`config.mk`:
```
export PLATFORM = sky130hd
export DESIGN_NAME = hazard_ctrl
export DESIGN_NICKNAME = d
export VERILOG_FILES = /design/src/rtl/hazard_ctrl.sv
export SDC_FILE = /design/constraint.sdc
export NUM_CORES = 1
export LEC_CHECK = 0
export BUFFER_PORTS_ARGS = -buffer_cell sky130_fd_sc_hd__buf_2
export CAP_MARGIN = 10
export CORE_ASPECT_RATIO = 1.25
export CORE_MARGIN = 2
export CORE_UTILIZATION = 36
export CTS_CLUSTER_SIZE = 40
export DETAILED_ROUTE_END_ITERATION = 8
export MAX_ROUTING_LAYER = met4
export PLACE_DENSITY = 0.83
export SYNTH_ARGS = -nofsm -noshare
export SYNTH_HDL_FRONTEND = slang
export SYNTH_SLANG_ARGS = --single-unit
```
`constraint.sdc`:
```
create_clock -name clock -period 1.9 [get_ports clock]
set_clock_uncertainty 0.1 [all_clocks]
set_input_delay 0.095 -clock clock [delete_from_list [all_inputs] [get_ports clock]]
set_output_delay 0.095 -clock clock [all_outputs]
set_load 0.01 [all_outputs]
```
`src/rtl/hazard_ctrl.sv`:
```
// Pipeline sequencing controller: load-use bubbles, branch squash and the
// multdiv hold, driving PC / F/D / D/X / X/M enables and flushes.
module hazard_ctrl (
    input  logic        clock,
    input  logic        reset,
    input  logic [31:0] fd_insn,
    input  logic [31:0] dx_insn,
    input  logic        branch_taken,
    input  logic        md_ready,
    output logic        pc_en,
    output logic        fd_en,
    output logic        dx_en,
    output logic        fd_flush,
    output logic        dx_flush,
    output logic        xm_nop,
    output logic        md_start,
    output logic [15:0] stall_count
);

    typedef enum logic [1:0] {IDLE, BUSY, DONE} state_t;
    state_t state;

    logic [4:0] fd_op, fd_rd, fd_rs, fd_rt;
    logic [4:0] dx_op, dx_rd, dx_alu;
    logic       dx_lw, dx_md, load_use;

    assign fd_op  = fd_insn[31:27];
    assign fd_rd  = fd_insn[26:22];
    assign fd_rs  = fd_insn[21:17];
    assign fd_rt  = fd_insn[16:12];
    assign dx_op  = dx_insn[31:27];
    assign dx_rd  = dx_insn[26:22];
    assign dx_alu = dx_insn[6:2];

    assign dx_lw = (dx_op == 5'b01000);
    assign dx_md = (dx_op == 5'b00000) && ((dx_alu == 5'b00110) || (dx_alu == 5'b00111));

    assign load_use = dx_lw && (dx_rd != 5'd0) &&
                      ((fd_rs == dx_rd) ||
                       ((fd_op == 5'b00000) && (fd_rt == dx_rd)) ||
                       ((fd_op == 5'b00111) && (fd_rd == dx_rd)));

    always_comb begin
        pc_en    = 1'b1;
        fd_en    = 1'b1;
        dx_en    = 1'b1;
        fd_flush = 1'b0;
        dx_flush = 1'b0;
        xm_nop   = 1'b0;
        md_start = 1'b0;
        // Stall cycles freeze the front end and feed bubbles into X/M;
        // a branch cannot be resolving while the multdiv owns X.
        if (!reset && ((state == IDLE && dx_md) || state == BUSY)) begin
            pc_en    = 1'b0;
            fd_en    = 1'b0;
            dx_en    = 1'b0;
            xm_nop   = 1'b1;
            md_start = (state == IDLE);
        end else if (!reset) begin
            if (branch_taken) begin
                fd_flush = 1'b1;
                dx_flush = 1'b1;
            end else if (load_use) begin
                pc_en    = 1'b0;
                fd_en    = 1'b0;
                dx_flush = 1'b1;
            end
        end
    end

    always_ff @(posedge clock) begin
        if (reset) begin
            state       <= IDLE;
            stall_count <= 16'd0;
        end else begin
            case (state)
                IDLE:    if (dx_md) state <= BUSY;
                BUSY:    if (md_ready) state <= DONE;
                DONE:    state <= IDLE;
                default: state <= IDLE;
            endcase
            if (!pc_en && stall_count != 16'hFFFF)
                stall_count <= stall_count + 16'd1;
        end
    end

endmodule

```
# Word level (Yosys, flattened, before mapping)
# Cells that the tools add are included.
dict set report word_totals {
  ff_bits 18
  input_bits 68
  output_inout_bits 23
  word_cells 50
}
dict set report op_classes {
  add_sub_neg 1
  eq_ne 11
  n_mux 17
  n_reduce_logical 19
}
# cell count
set ops {}
lappend ops {{adder 16 x 1 -> 16 bit (second input constant)} 1}
lappend ops {{!= test 16 bit (second input constant)} 1}
lappend ops {{equality test 5 x 3 -> 1 bit (second input constant)} 3}
lappend ops {{equality test 5 bit} 3}
lappend ops {{2-to-1 mux 1 bit} 14}
lappend ops {{logical NOT 5 bit} 2}
lappend ops {{logical AND 1 bit} 8}
lappend ops {{equality test 5 x 4 -> 1 bit (second input constant)} 1}
lappend ops {{nonzero test 5 bit} 1}
lappend ops {{logical OR 1 bit} 4}
lappend ops {{2-to-1 mux 2 bit} 2}
lappend ops {{!= test 2 bit (second input constant)} 2}
lappend ops {{case mux 2 bit (2 select lines)} 1}
lappend ops {{equality test 2 x 1 -> 1 bit (second input constant)} 1}
lappend ops {{logical NOT 1 bit} 2}
lappend ops {{logical NOT 2 bit} 1}
lappend ops {{AND reduction 2 bit} 1}

# Longest topological paths before layout
dict set report logic_depth {
  word_depth 11
  mapped_depth 9
  ltp_nobuf 7
}

# Worst setup path before layout
# OpenSTA, ideal clock, no wires.
dict set report synth_timing {
  kind {reg-to-reg}
  from {register stall_count[0]}
  to {register stall_count[11]}
  setup_time_ns 0.121
  t_arrival_ns 1.726
  t_required_ns 1.679
  setup_slack_ns -0.047
  stages_incl_launch_ff 9
  path_buffers 1
  cell_sequence {dfxtp_1 -> ha_1 -> nand3_1 -> nor2_1 -> nand3_1 -> o21ai_4 -> buf_6 -> nor4_2 -> mux2_4}
}
dict set report synth_between {
  elab_chain_cells 2
  elab_cells_between_ends 3
  cone_classes {add/sub: 1; eq/ne: 1; reduce/logical: 1}
}
# item line_no
set synth_rtl {}
lappend synth_rtl {{from (decl)} 17} ;# output logic [15:0] stall_count
lappend synth_rtl {{from (signal assigned)} 83} ;# stall_count <= stall_count + 16'd1;
lappend synth_rtl {{branches (longest 2 deep; another with adder 16 x 1 -> 16 bit)} n/a}
# Parallel ways; which one is timed is not known.
# A chain may end at the register's enable or synchronous reset.

# Worst setup path in the final report
dict set report layout_timing {
  from {register stall_count[0]}
  to {register stall_count[4]}
}
# The elaborated chain is that of the path after synthesis.

==> summary.md <==
| Metric | Value |
|---|---|
| PD cells | `445 nW/um^2` |
| Area delta synth->final | `49.3%` |
| Drt first pass iters | `4` |
| FF-to-FF Start | `stall_count[0]` |
| Worst setup margin | `0.116 ns` |
| Fill cell count | `294` |
| FFs w/ async S/R, synth | `0%` |
| Synthesized area | `1220 um^2` |
| WL/cell | `13.1 um` |
| GPL Wtd Cong | `0.743` |
| Number of distinct library cells after synthesis | `41` |
| Hold path start | `reset` |
| Routed Antenna Nets | `0` |
| Sequential area share after synthesis | `between 20% and 30%` |
| Critical Path Start Type | `flop` |
| Placed insts | `258` |
| Max-slew violations | `0` |
| Clk root buf | `clkbuf_8` |
| Vias per inst | `about 5.3` |
| Mapped Avg Cell Area | `8.64 um^2` |
| DIE AREA | `3870 um^2` |
| Clock Sinks | `18` |
| CTS tree | `yes` |
| Post-Route WL | `3460 um` |
| # H-tree levels | `1` |
| Crit share post-route | `93.9%` |
| Port Buffer Count | `60` |
| Final Hold Fails | `0` |
| Most frequent cells in the layout | `buf_2, buf_4, nor2_1, dfxtp_1, a21oi_1` |
| First-pass GRT wire length | `~5800 um` |
| Worst slew pin tran | `0.311 ns` |
| CTS Buf Count | `3` |
| Worst EP arrival | `1.87 ns` |
| Worst-path clk slew | `0.07 ns` |
| Starting Density | `37.8%` |
| Family with the most delay on the worst path | `simple AND/OR/NAND/NOR gates` |
| FMAX | `0.560 GHz` |
| Placed cell area | `~1700 um^2` |
| Initial antenna violation count | `0` |
| # setup viols final | `0` |
| Buf/Inv on CP | `1` |
| DR iter-0 viols | `31` |
| Total global-route track usage | `a little under a fifth` |
| DIE WIDTH | `56.0 um` |
| Synthesized flop and latch total | `18` |
| CP required | `a little under 2 ns` |
| Max clock buf depth | `2` |
| DR vias | `1408` |
| Cells after Synth | `141` |
| Max-cap viol count | `0` |
| Worst-skew pair later-pin latency | `0.25 ns` |
| CP startpoint | `stall_count[0]` |
| Number of synthesized flops with an enable pin | `0` |
| Ys Warns | `0` |
| Worst Hold Class | `in -> reg` |
| DP Wirelength | `2690 um` |
| Setup Buffers After CTS | `0` |
| Setup WS pre-CTS | `-0.144 ns` |
| Remaining global-route overflow | `0` |
| Fraction of layout cells with a size suffix above 1 | `50.2%` |
| Top FF cell, synth | `dfxtp_1` |
| Max incr delay on CP | `0.34 ns` |
| Antenna Cells | `0` |
| Design area | `1820 um^2` |
| Final #Nets | `297` |
| CP Capture Type | `flop` |
| # IOs | `approximately 90` |
| Setup TNS | `0 ns` |
| Minimum clock period | `1.78 ns` |
| Crit path cell chain | `ha_1 -> nand3_1 -> nor2_4 -> nand3_4 -> o21ai_4 -> buf_4 -> or3_1 -> a21oi_1` |
| CORE AREA | `approximately 3200 um^2` |
| Slew headroom | `79.1%` |
| Pleak | `~0.8 nW` |
| Die height | `69.1 um` |
| Rows | `23` |
| CP max-delay cell | `or3_1` |
| Largest net degree at the start of global routing | `22` |
| Vias in the first global route | `about 1400` |
| Peak supply drop | `0.000452 V` |
| Commonest non-fill, non-tap cell in the layout | `buf_2` |
| Power, Total | `around 0.81 mW` |
| Worst-path fanout max | `8` |
| # DRC | `0` |
| CP Class | `reg -> reg` |
| Non-filler instance count after layout | `264` |
| Outcome | `completed` |
| Syn Nets | `210` |
[layout make-up]
type	count	area [um^2]	area share, %
timing repair buffer	86	502	27.6
inverter	4	15.0	0.825
sequential	18	369	20.3
tap	37	46.3	2.54
clock buffer	4	55.1	3.03
multi-input combinational	115	832	45.7
[Yosys cell counts (5+ instances only)]
library cell | n | area share (%)
nand3_1 | 8 | 3.3
xnor2_1 | 8 | 5.7
xor2_1 | 9 | 6.5
nor2_1 | 13 | 4.0
nand2_1 | 6 | 1.8
o21ai_1 | 5 | 2.1
nand4_1 | 5 | 2.6
a21oi_1 | 10 | 4.1
or3_1 | 8 | 4.1
dfxtp_1 | 18 | 30
[report_power, final]
part           total, mW  switching [mW]  internal (mW)  leakage [nW]
clock network      0.317           0.133          0.184        0.0288
registers          0.377       0.0000704          0.377         0.149
logic              0.114          0.0541         0.0603         0.623
total              0.809           0.187          0.621         0.800
[flip-flops by register name, indices dropped and copies added (netlist names)]
| signal | cells |
|---|---|
| stall_count | 16 |
| state | 2 |
[what timing repair did]
item	CTS	global route
hold endpoints to repair	1	0
cloned	1	0
hold buffers	1	0
pin swaps	0	1
gates resized for setup	2	6
endpoints found under the setup margin	5	15
[routing by layer]
layer | global-route usage, % | wire length (um)
met1 | 19.0 | 1310
met2 | 34.8 | 1940
met3 | 3.19 | 175
met4 | 6.61 | 38
met5 | - | 0
[cell families after synthesis]
kind of cell	Yosys count	share of synthesized area, %
xor+xnor	17	12.2
compound gates	28	16.1
mux	4	4.21
buf+inv	9	5.44
fa+ha+maj	1	1.03
simple gates	64	31.4
flops	18	29.6
[worst register-to-register path: cells and delay by family (launching register included)]
family / cells / cell delay [ns]
AOI/OAI and AO/OA: 2 / 0.25
adders and majority gates: 1 / 0.21
and+or+nand+nor: 4 / 0.68
buffers and inverters: 1 / 0.16
DFF: 1 / 0.33
[final timing paths]
path                     to  slack [ns]  cells after the start
max          stall_count[4]        0.12                      8
min                state[1]        0.13                      3
max reg2reg  stall_count[4]        0.12                      8
min reg2reg        state[0]        0.38                      1
[through the flow]
| step | hold WS, ns | util (%) |
|---|---|---|
| finish | 0.134 | 56.4 |
| detailed placement | 0.252 | 53.1 |
| floorplan | 0.148 | - |
| global placement | 0.253 | 53.1 |
| global route | 0.154 | 56.4 |
| CTS | 0.133 | 55.6 |
Note: power is estimated with default switching activity, not from simulation.
